--- src/rtl/sif_address_rx.sv ---
// Receive end of the SIF address link: resynchronises the serial clock/data pair,
// reassembles the three 4-bit address fields and flags local-address and stalled frames.
module sif_address_rx #(
    parameter logic [3:0] MY_ADDR = 4'b1010,
    parameter int         TIMEOUT = 64
) (
    input  logic       clk_i,
    input  logic       rst_i,
    input  logic       spi_clk_i,
    input  logic       spi_data_i,
    input  logic       mode_i,
    output logic [3:0] tx_add_1_o,
    output logic [3:0] tx_add_2_o,
    output logic [3:0] rx_add_o,
    output logic       valid_o,
    output logic       match_o,
    output logic       busy_o,
    output logic       err_o
);

    typedef enum logic {S_IDLE, S_RECV} state_t;

    localparam logic [9:0] TMAX = 10'(TIMEOUT - 1);

    state_t      r_state;
    state_t      w_state_next;
    logic        r_clk_s1, r_clk_s2, r_clk_prev;
    logic        r_dat_s1, r_dat_s2;
    logic [10:0] r_shift;
    logic [3:0]  r_bit_cnt;
    logic [9:0]  r_timer;
    logic        r_mode_q;
    logic        w_rise;
    logic        w_last;
    logic        w_timeout;
    logic [11:0] w_frame;
    logic [3:0]  w_rx_field;

    // Wire order puts the first-sent bit of each field in the field's MSB slot;
    // LSB-first mode reverses each nibble back into numeric order.
    function automatic logic [3:0] reorder(input logic [3:0] f, input logic lsb_first);
        return lsb_first ? {f[0], f[1], f[2], f[3]} : f;
    endfunction

    assign w_rise     = r_clk_s2 & ~r_clk_prev;
    assign w_last     = (r_bit_cnt == 4'd11);
    assign w_timeout  = (r_timer == TMAX);
    assign w_frame    = {r_shift, r_dat_s2};
    assign w_rx_field = reorder(w_frame[3:0], r_mode_q);

    always_ff @(posedge clk_i or negedge rst_i) begin
        if (!rst_i) begin
            r_clk_s1   <= 1'b0;
            r_clk_s2   <= 1'b0;
            r_clk_prev <= 1'b0;
            r_dat_s1   <= 1'b0;
            r_dat_s2   <= 1'b0;
        end else begin
            r_clk_s1   <= spi_clk_i;
            r_clk_s2   <= r_clk_s1;
            r_clk_prev <= r_clk_s2;
            r_dat_s1   <= spi_data_i;
            r_dat_s2   <= r_dat_s1;
        end
    end

    always_ff @(posedge clk_i or negedge rst_i) begin
        if (!rst_i) r_state <= S_IDLE;
        else        r_state <= w_state_next;
    end

    always_comb begin
        w_state_next = r_state;
        case (r_state)
            S_IDLE: if (w_rise) w_state_next = S_RECV;
            S_RECV: begin
                if (w_rise && w_last)       w_state_next = S_IDLE;
                else if (!w_rise && w_timeout) w_state_next = S_IDLE;
            end
            default: w_state_next = S_IDLE;
        endcase
    end

    always_comb begin
        busy_o = (r_state == S_RECV);
    end

    always_ff @(posedge clk_i or negedge rst_i) begin
        if (!rst_i) begin
            r_shift    <= '0;
            r_bit_cnt  <= '0;
            r_timer    <= '0;
            r_mode_q   <= 1'b0;
            tx_add_1_o <= '0;
            tx_add_2_o <= '0;
            rx_add_o   <= '0;
            valid_o    <= 1'b0;
            match_o    <= 1'b0;
            err_o      <= 1'b0;
        end else begin
            valid_o <= 1'b0;
            err_o   <= 1'b0;
            if (r_state == S_IDLE) begin
                r_bit_cnt <= '0;
                r_timer   <= '0;
                if (w_rise) begin
                    r_shift   <= {r_shift[9:0], r_dat_s2};
                    r_bit_cnt <= 4'd1;
                    r_mode_q  <= mode_i;
                end
            end else if (w_rise) begin
                // A rise on the expiry cycle takes priority over the timeout.
                r_shift   <= {r_shift[9:0], r_dat_s2};
                r_bit_cnt <= r_bit_cnt + 4'd1;
                r_timer   <= '0;
                if (w_last) begin
                    tx_add_1_o <= reorder(w_frame[11:8], r_mode_q);
                    tx_add_2_o <= reorder(w_frame[7:4], r_mode_q);
                    rx_add_o   <= w_rx_field;
                    match_o    <= (w_rx_field == MY_ADDR);
                    valid_o    <= 1'b1;
                    r_bit_cnt  <= '0;
                end
            end else if (w_timeout) begin
                err_o     <= 1'b1;
                r_shift   <= '0;
                r_bit_cnt <= '0;
                r_timer   <= '0;
            end else begin
                r_timer <= r_timer + 10'd1;
            end
        end
    end

endmodule

--- config.mk ---
export PLATFORM = sky130hd
export DESIGN_NAME = sif_address_rx
export DESIGN_NICKNAME = d
export VERILOG_FILES = /design/src/rtl/sif_address_rx.sv
export SDC_FILE = /design/constraint.sdc
export NUM_CORES = 1
export LEC_CHECK = 0
export ABC_AREA = 0
export CAP_MARGIN = 10
export CORE_MARGIN = 5
export CORE_UTILIZATION = 54
export CTS_CLUSTER_DIAMETER = 50
export DETAILED_ROUTE_END_ITERATION = 16
export PLACE_DENSITY = 0.73
export SYNTH_ARGS = -nofsm -noshare
export SYNTH_HDL_FRONTEND = slang
export SYNTH_SLANG_ARGS = --single-unit
--- constraint.sdc ---
create_clock -name clk_i -period 2.1 [get_ports clk_i]
set_input_delay 0.42 -clock clk_i [delete_from_list [all_inputs] [get_ports clk_i]]
set_output_delay 0.42 -clock clk_i [all_outputs]
set_load 0.005 [all_outputs]
======== After elaboration in Yosys (flattened, before gate mapping) ========
Index checks and enable logic that the tools add are counted.
operators by class
  $add $sub $neg .......................... 2
  $mul .................................... 0
  div/mod/pow operators ................... 0
  $lt $le $gt $ge ......................... 0
  equality and inequality tests ........... 4
  shift operators ......................... 0
  mux-type cells .......................... 25
  bitwise logic cells ..................... 3
  reduce and logical (&&, ||, !) cells .... 8
operators by type and width
  operator                                              number
  two-way mux 11 bit                                    4
  two-way mux 10 bit                                    3
  two-way mux 4 bit                                     7
  adder 10 x 1 -> 10 bit, second input constant         1
  equality test 10 x 6 -> 1 bit, second input constant  1
  two-way mux 1 bit                                     10
  equality test 4 bit, second input constant            2
  adder 4 x 1 -> 4 bit, second input constant           1
  AND reduction 2 bit                                   2
  nonzero test 2 bit                                    2
  != test 3 x 1 -> 1 bit, second input constant         1
  AND reduction 3 bit                                   1
  logical AND 1 bit                                     2
  inverter 1 bit                                        2
  one-hot mux 1 bit (2 select lines)                    1
  AND 1 bit                                             1
  logical NOT 1 bit                                     1
word-level totals
  bits in registers ....................... 47
  bits in latches ......................... 0
  RAM bits ................................ 0
  bits in read-only memories .............. 0
  output and inout bits ................... 16
  word-level logic and storage cells ...... 58
  memories kept ........................... 0

======== Longest topological paths before layout ========
Gate-level depths: netlist (run 1).
  word-level depth ........................ 7
  mapped depth ............................ 5
  depth with buffers taken out ............ 4

======== Least setup slack after synthesis (run 1) ========
No wires, ideal clock.
  path kind ............................... reg-to-reg
  from .................................... reg r_timer[7]
  to ...................................... reg r_shift[0]
  library setup time ...................... 126 ps
  arrival time ............................ 1,363 ps
  required time ........................... 1,974 ps
  setup slack ............................. 611 ps
  cell stages (with the launch flop) ...... 5
  buffers on the path ..................... 1
  cell sequence ........................... dfrtp_1 > or4_4 > nor4_4 > buf_4 > o21ai_0
on the way
  cells in the longest elaborated chain, start to end .. 3
RTL lines
  element                               RTL line  text
  start: declaration                    31        logic [9:0] r_timer;
  start signal: assignment              130       r_timer <= r_timer + 10'd1;
  equality test 10 x 6 -> 1 bit         47        assign w_timeout = (r_timer == TMAX);
  nonzero test 2 bit (no source line)   n/a
  AND reduction 2 bit (no source line)  n/a
  end signal: assignment                107       r_shift <= {r_shift[9:0], r_dat_s2};
  end signal: assignment                113       r_shift <= {r_shift[9:0], r_dat_s2};
  end: declaration                      29        logic [10:0] r_shift;
Every way passes these cells.
A chain may end at the register's enable or synchronous reset.

======== Worst setup path after layout (run 1) ========
  from .................................... reg r_state (netlist: busy_o)
  to ...................................... out busy_o
RTL lines
  element                   RTL line  text
  start: declaration        25        state_t r_state;
  start signal: assignment  69        else r_state <= w_state_next;
  end: declaration          17        output logic busy_o,
No word-level cell between the ends.

==> flow_summary.yaml, run 1 <==
global_route:
  grt_pass1_vias: 1600
  antenna_found_initial: 0
  grt_pass1_wl_um: 7540
  overflow: 0
  grt_use_total_pct: 18.3
  grt_max_degree: 48
setup_path:
  critPathLaunchType: "flip-flop"
  required_ns: 1.68
  critPathMaxStageDelay_ns: 0.60
  r2r_setup_slack_ns: 0.35
  cp-end-kind: "output pin"
  cp.arrival_ns: 1.48
  worst-path-buf-inv: 1
  slowest_stage: "dfrtp_1"
  critical-path-top-delay-family: "flip-flops"
  crit_chain: "clkdlybuf4s50_1"
  cp_max_fo: 12
  critPathKind: "reg -> out"
synth:
  netlist_instances: 200
  yosysUniqueCellTypes: 38
  avgSynthCellArea_um2: 10.6
  yosys_warnings: 0
  netlist.area_leader.share_pct: 55.3
  syn_nets: 207
  synth.largest_area_cell: "dfrtp_1"
  seq_area_frac_synth_pct: 55.3
  syn_area_um2: 2130
  synth_area_leaders: "dfrtp_1, mux2i_1, nand2_1, a21oi_1, a31oi_1"
  ys_ff_latch: 47
floorplan:
  start_util_pct: 56.8
  dieWidth_um: 72.8
  die_area_um2: 5290
  die_height_um: 72.8
  core_area_um2: 3740
  std_cell_rows: 22
  pin_count: 21
sta:
  fin_setup_tns_ns: 0
  tightestPinTransition_ns: 0.576
  slew_headroom_pct: 61.6
  period_share_pct: 90.5
  maxSlewViolCount: 0
  setup_viol: 0
  fmax_ghz: 0.526
  hold_viol: 0
  period_needed_ns: 1.90
  skew_ns: 0.00985
  grt_setup_unrepaired: "no"
clock_network:
  cts_setup_buffers: 0
  clock_latency_ns: 0.30
  cts-root-buf: "clkbuf_8"
  cts-root-to-sink-buffers: 2
  cts_resized: 0
  cts.clk_slew.worst_paths_ns: 0.09
  postCtsHoldBufs: 0
  htreeDepth: 2
  cts_sinks: 47
  cts_tree: "done"
  cts_buffers: 5
power:
  power_mw: 2.50
  leakagePower_nw: 1.06
  peakVddDrop_mv: 0.683
  p_per_area_nw_per_um2: 1020
drt:
  drcViolationCount: 0
  postRouteAntennaNets: 0
  post_drt_wl_per_cell_um: 16.4
  drt_first_iter_violations: 141
  vias: 1660
  dr.pass1.iters: 4
  routed_wl_um: 4420
  viasPerCell: 6.17
placement:
  hpwlAfterDp_um: 2970
  io_buffer_count: 20
  gp_congestion: 0.799
final_layout:
  antenna_cells: 0
  drive_above_1_share_pct: 9.95
  fillCellCount: 308
  fin_util_pct: 65.6
  final_nets: 227
  area_growth_pct: 15.5
job:
  drv_cap: 0
worst_hold_path:
  hold_class: "in -> async"
status:
  status: "finished, final reports clean"
final cells by class:
cell class / instances / area (µm²) / area share, %
clock buffers: 5 / 68.8 / 2.80
clock inverters: 3 / 15.0 / 0.611
inverters: 3 / 11.3 / 0.458
multi-input cells: 137 / 885 / 36.0
flip-flops and latches: 47 / 1180 / 47.9
well taps: 48 / 60.1 / 2.45
repair buffers: 26 / 240 / 9.78
metal layers:
metal | up-vias | GRT usage [%] | routed length [µm]
li1 | 768 | - | -
met1 | 830 | 23.1 | 1870
met2 | 58 | 30.4 | 2220
met3 | 4 | 4.55 | 309
met4 | 0 | 6.76 | 24
met5 | - | 0 | 0
report_power, final:
part	total [mW]	switching, mW	internal, mW
registers	1.30	0.193	1.11
clock network	0.528	0.300	0.228
logic	0.664	0.288	0.376
sequential cells by signal, indices dropped and copies added, names as in the netlist:
register,flops
r_dat_s2,1
r_shift,11
r_mode_q,1
r_dat_s1,1
rx_add_o,4
busy_o,1
r_clk_s2,1
match_o,1
r_timer,10
err_o,1
r_clk_s1,1
tx_add_2_o,4
tx_add_1_o,4
r_clk_prev,1
r_bit_cnt,4
valid_o,1
cells in the mapped netlist:
master	n
a211oi_1	2
or4_4	1
dfrtp_1	47
and2b_2	1
clkbuf_1	9
nor2_1	5
nand2_1	26
nor3b_1	2
nor3_4	1
or4_1	3
nor4_4	1
and2_1	1
nor3_1	2
and3b_1	1
and4b_1	1
o22ai_1	4
a21oi_1	17
ha_1	2
mux2_2	2
nand2b_1	1
inv_1	3
xor2_1	1
nand3_1	7
o32ai_1	1
xnor2_1	2
o31ai_1	3
nand3_4	1
o21ai_0	15
and3_1	2
mux2i_1	13
nand3b_1	2
or4bb_1	1
nor2b_1	1
a31oi_1	13
nand4b_1	2
buf_4	1
buf_1	1
buf_2	2
cells in the final DEF, fill, tap and decap left out, drive strengths merged, types with 3 or more instances in the layout:
| master | netlist | layout |
|---|---|---|
| clkdlybuf4s50 | 0 | 19 |
| inv | 3 | 3 |
| nand2 | 26 | 26 |
| nor2 | 5 | 5 |
| o31ai | 3 | 3 |
| o22ai | 4 | 4 |
| mux2i | 13 | 13 |
| buf | 4 | 7 |
| a21oi | 17 | 17 |
| o21ai | 15 | 15 |
| clkbuf | 9 | 5 |
| nand3 | 8 | 8 |
| or4 | 4 | 4 |
| clkinv | 0 | 3 |
| dfrtp | 47 | 47 |
| nor3 | 3 | 3 |
| a31oi | 13 | 13 |
path summary, 6_finish.rpt:
path / from / to / cells after the start
max: busy_o / busy_o / 1
min: rst_i / tx_add_1_o[1] / 2
max reg2reg: r_timer[7] / r_shift[7] / 3
min reg2reg: r_clk_s1 / r_clk_s2 / 0
max in group asynchronous: rst_i / r_mode_q / 2
min in group clk_i: r_clk_s1 / r_clk_s2 / 0
logic make-up after synthesis:
logic type | after synthesis | synth area share, %
flops | 47 | 55.3
simple gates | 62 | 17.3
mux | 15 | 7.18
fa+ha+maj | 2 | 1.18
buf+inv | 16 | 3.12
xor+xnor | 3 | 1.24
compound gates | 55 | 14.7
through the flow:
step,setup WS (ns),std cells,hold WS (ns),instance area (µm²)
2_1_floorplan,0.611,200,0.124,2130
3_3_place_gp,0.442,261,0.335,2370
3_5_place_dp,0.365,261,0.337,2370
4_1_cts,0.168,269,0.214,2460
5_1_grt,0.127,269,0.241,2460
6_report,0.200,269,0.197,2460
(Power assumes the default switching activity.)
==> run 2, diff against run 1 <==
--- a/config.mk
+++ b/config.mk
@@ -7,6 +7,7 @@
 export LEC_CHECK = 0
 export ABC_AREA = 0
 export CAP_MARGIN = 10
+export CORE_ASPECT_RATIO = 0.8
 export CORE_MARGIN = 5
 export CORE_UTILIZATION = 54
 export CTS_CLUSTER_DIAMETER = 50
==> run 2 against run 1 <==
Net effect:
- cell count grew 3.0%
- worst hold slack lost 0.10 ns
- maximum frequency shrank 3.6%
- routed wire length shrank 3.9%
- sequential cell count is the same
- global-route usage grew 0.15 points
- worst setup slack lost 0.070 ns
- critical path type unchanged
==> flow_summary.yaml, run 2 (synthesis gave the netlist of run 1 again) <==
status:
  status: "finished, final reports clean"
power:
  peakVddDrop_mv: 0.639
  leakagePower_nw: 1.07
  p_per_area_nw_per_um2: 1020
  power_mw: 2.56
job:
  drv_cap: 0
final_layout:
  largest_reg_flops: 11
  final_common_cell: "dfrtp_1"
  antenna_cells: 0
  reg_top3: "r_shift: 11 flops, r_timer: 10 flops"
  mostFrequentLayoutCells: "dfrtp_1, nand2_1, clkdlybuf4s50_1"
  final_area_um2: 2500
  final_nets: 228
  top_register: "r_shift"
  drive_above_1_share_pct: 10.4
  area_growth_pct: 17.8
global_route:
  overflow: 0
  grt_pass1_wl_um: 7450
  grt_max_degree: 26
  grt_pass1_vias: 1581
  antenna_found_initial: 0
  grt_use_total_pct: 18.4
setup_path:
  slowest_stage: "dfrtp_1"
  r2r-start: "r_timer[7]"
  critPathMaxStageDelay_ns: 0.66
  cp-end-kind: "output pin"
  r2r-end: "r_shift[10]"
  crit_chain: "clkdlybuf4s50_1"
  r2r_setup_slack_ns: 0.31
  critPathKind: "reg -> out"
  critical-path-top-delay-family: "flip-flops"
  cp.arrival_ns: 1.55
  worst-r2r-cell-count: 3
  required_ns: 1.68
  worst-path-buf-inv: 1
  cp_max_fo: 14
  critPathLaunchType: "flip-flop"
sta:
  fmax_ghz: 0.508
  slew_headroom_pct: 64.1
  period_needed_ns: 1.97
  tightestPinTransition_ns: 0.534
  skew_ns: 0.00630
  hold_viol: 0
  setup_viol: 0
  period_share_pct: 93.8
  maxSlewViolCount: 0
  grt_setup_unrepaired: "no"
  fin_ws_ns: 0.130
  holdWs_ns: 0.0928
  fin_setup_tns_ns: 0
clock_network:
  cts_tree: "done"
  cts_setup_buffers: 0
  postCtsHoldBufs: 0
  cts_buffers: 5
  cts_sinks: 47
  cts-root-to-sink-buffers: 2
  cts_resized: 0
  clock_latency_ns: 0.29
  cts-root-buf: "clkbuf_8"
  cts.clk_slew.worst_paths_ns: 0.08
  htreeDepth: 2
placement:
  hpwlAfterDp_um: 2970
  io_buffer_count: 20
  placed_area_um2: 2400
  dp_slack_ns: 0.296
  gp_congestion: 0.822
floorplan:
  pin_count: 21
  dieWidth_um: 80.2
  start_util_pct: 55.9
  core_area_um2: 3800
  die_height_um: 66.1
  std_cell_rows: 20
  die_area_um2: 5300
drt:
  drt_first_iter_violations: 130
  vias: 1596
  routed_wl_um: 4250
  viasPerCell: 5.76
  post_drt_wl_per_cell_um: 15.3
  drcViolationCount: 0
  dr.pass1.iters: 4
  postRouteAntennaNets: 0
worst_hold_path:
  hold_class: "in -> async"
-- run 2: changes by cell type in the layout (fill, tap and decap cells not counted), sizes merged --
cell,change
buf,+1
clkinvlp,+1
clkinv,-3
clkbuf,+2
-- run 2: area by class of cell --
| type | instances | area [µm²] |
|---|---|---|
| fill | 301 | 1300 |
| sequential | 47 | 1180 |
| multi-input combinational | 137 | 885 |
| timing repair buffer | 27 | 260 |
| clock buffer | 7 | 96.3 |
| tap | 55 | 68.8 |
| inverter | 3 | 11.3 |
| clock inverter | 1 | 7.51 |
-- run 2: worst reg2reg max path: stages, from the launching register on --
cell     delay [ns]
dfrtp_1        0.42
or4_4          0.60
nor4_4         0.42
o21ai_0        0.20
-- run 2: metal layers --
metal | track usage [%] | share of wire, % | vias to the layer above
met2 | 27.2 | 47 | 49
met4 | 6.75 | 1.3 | 0
met1 | 26.3 | 47 | 776
met5 | 0 | 0 | -
met3 | 4.63 | 4.8 | 6
li1 | - | - | 765
-- run 2: worst max path at each step --
stage                from           to  slack (ns)  cells past startpoint
3_5_place_dp   r_timer[7]  r_shift[10]        0.30                      3
5_1_grt            busy_o       busy_o        0.07                      1
6_report           busy_o       busy_o        0.13                      1
2_1_floorplan  r_timer[7]   r_shift[0]        0.61                      4
4_1_cts            busy_o       busy_o        0.16                      1
3_3_place_gp   r_timer[7]   r_shift[4]        0.37                      3
-- run 2: per-stage QoR --
| stage | instances | util (%) |
|---|---|---|
| floorplan | 200 | - |
| global placement | 269 | 63.1 |
| detailed placement | 269 | 63.1 |
| CTS | 277 | 65.9 |
| global route | 277 | 65.9 |
| finish | 277 | 65.9 |
-- run 2: power by group --
part / internal, mW / switching [mW] / total, mW
clock network: 0.299 / 0.291 / 0.591
registers: 1.11 / 0.191 / 1.30
logic: 0.381 / 0.283 / 0.664
==> run 3, diff against run 2 <==
--- a/config.mk
+++ b/config.mk
@@ -8,7 +8,6 @@
 export ABC_AREA = 0
 export CAP_MARGIN = 10
 export CORE_ASPECT_RATIO = 0.8
-export CORE_MARGIN = 5
 export CORE_UTILIZATION = 54
 export CTS_CLUSTER_DIAMETER = 50
 export DETAILED_ROUTE_END_ITERATION = 16
==> run 3 against run 2 <==
Net effect:
- clock power is 16% higher
- sequential power about the same
- first-iteration DRC count down 28%
- non-clock buffer count shrank 1
- worst hold slack gained 0.092 ns
- largest cell class unchanged
- largest power group unchanged
- highest routed layer unchanged
==> flow_summary.yaml, run 3 (synthesis gave the netlist of run 1 again) <==
setup_path:
  worst-path-buf-inv: 1
  worst-r2r-cell-count: 3
  cp_max_fo: 11
  slowest_stage: "dfrtp_1"
  critPathKind: "reg -> out"
  critical-path-top-delay-family: "flip-flops"
  cp.arrival_ns: 1.49
  cp.depth: 1
  cp-end-kind: "output pin"
  crit_chain: "clkdlybuf4s50_1"
  required_ns: 1.68
  critPathMaxStageDelay_ns: 0.61
  critPathLaunchType: "flip-flop"
floorplan:
  die_area_um2: 4200
  std_cell_rows: 20
  core_area_um2: 3780
  dieWidth_um: 72.2
  die_height_um: 58.1
  start_util_pct: 56.3
  pin_count: 21
global_route:
  grt_max_degree: 48
  grt_pass1_wl_um: 7280
  grt_pass1_vias: 1540
  overflow: 0
  antenna_found_initial: 0
  grt_use_total_pct: 23.2
placement:
  dp.cells: 268
  gp_congestion: 0.808
  io_buffer_count: 20
  hpwlAfterDp_um: 2910
final_layout:
  final_common_cell: "dfrtp_1"
  final-instance-count-excl-fill: 276
  reg_top3: "r_shift: 11 flops, r_timer: 10 flops"
  top_register: "r_shift"
  mostFrequentLayoutCells: "dfrtp_1, nand2_1, clkdlybuf4s50_1"
  largest_reg_flops: 11
  final_nets: 227
  area_growth_pct: 17.5
  antenna_cells: 0
  drive_above_1_share_pct: 9.95
power:
  p_per_area_nw_per_um2: 1060
  peakVddDrop_mv: 0.561
  p_comb_share_pct: 24.8
  leakagePower_nw: 1.07
  swShare_pct: 29.3
  clockPowerShare_pct: 25.9
  p_int_mw: 1.87
  p_sw_uw: 777
  p_seq_share_pct: 49.3
sta:
  skew_ns: 0.00808
  fin_setup_tns_ns: 0
  fmax_ghz: 0.524
  grt_setup_unrepaired: "no"
  hold_viol: 0
  tightestPinTransition_ns: 0.578
  setup_viol: 0
  period_share_pct: 90.9
  period_needed_ns: 1.91
  slew_headroom_pct: 61.4
  maxSlewViolCount: 0
drt:
  drcViolationCount: 0
  post_drt_wl_per_cell_um: 15.8
  viasPerCell: 5.88
  dr.pass1.iters: 4
  routed_wl_um: 4360
  postRouteAntennaNets: 0
  drt_first_iter_violations: 94
  vias: 1622
clock_network:
  cts.clk_slew.worst_paths_ns: 0.09
  postCtsHoldBufs: 0
  cts-root-to-sink-buffers: 2
  htreeDepth: 2
  cts_sinks: 47
  cts_buffers: 5
  clock_latency_ns: 0.30
  cts_tree: "done"
  cts_setup_buffers: 0
  cts-root-buf: "clkbuf_8"
  cts_resized: 0
status:
  status: "finished, final reports clean"
job:
  drv_cap: 0
worst_hold_path:
  hold_class: "in -> async"
[run 3: power by group through the flow]
stage          combinational (mW)  sequential [mW]  clock [mW]
2_1_floorplan               0.362             1.29           0
3_3_place_gp                0.635             1.30           0
3_5_place_dp                0.658             1.32           0
4_1_cts                     0.664             1.30       0.694
5_1_grt                     0.725             1.34       0.738
6_report                    0.658             1.31       0.685
[run 3: path summary, 6_finish.rpt]
path | end | slack [ns] | startpoint
max in group asynchronous | rx_add_o[1] | 1.51 | rst_i
min in group clk_i | r_clk_s2 | 0.36 | r_clk_s1
min | err_o | 0.19 | rst_i
min reg2reg | r_clk_s2 | 0.36 | r_clk_s1
max | busy_o | 0.19 | busy_o
max reg2reg | r_shift[2] | 0.31 | r_timer[7]
[run 3: area by class of cell]
class / instances / area [µm²]
fillers: 294 / 1280
clock inverters: 2 / 35.0
repair buffers: 26 / 240
clock buffers: 6 / 82.6
well taps: 55 / 68.8
flip-flops and latches: 47 / 1180
multi-input cells: 137 / 885
inverters: 3 / 11.3
[run 3: routing by layer]
| metal | vias to the layer above | global-route usage (%) | share of wire, % | routed length (µm) |
|---|---|---|---|---|
| met3 | 5 | 4.70 | 3.9 | 171 |
| met5 | - | 0 | 0 | 0 |
| met1 | 817 | 31.9 | 47 | 2050 |
| met4 | 0 | 6.72 | 0.80 | 35 |
| li1 | 763 | - | - | - |
| met2 | 37 | 37.7 | 48 | 2100 |
[run 3: through the flow]
stage | hold WS (ns) | util [%] | setup WS (ns) | power, mW | instance area [µm²]
floorplan | 0.124 | - | 0.611 | 1.65 | 2130
global placement | 0.341 | 63.0 | 0.439 | 1.94 | 2380
detailed placement | 0.338 | 63.0 | 0.305 | 1.98 | 2380
CTS | 0.218 | 66.1 | 0.176 | 2.66 | 2500
global route | 0.237 | 66.1 | 0.141 | 2.80 | 2500
finish | 0.185 | 66.1 | 0.190 | 2.65 | 2500
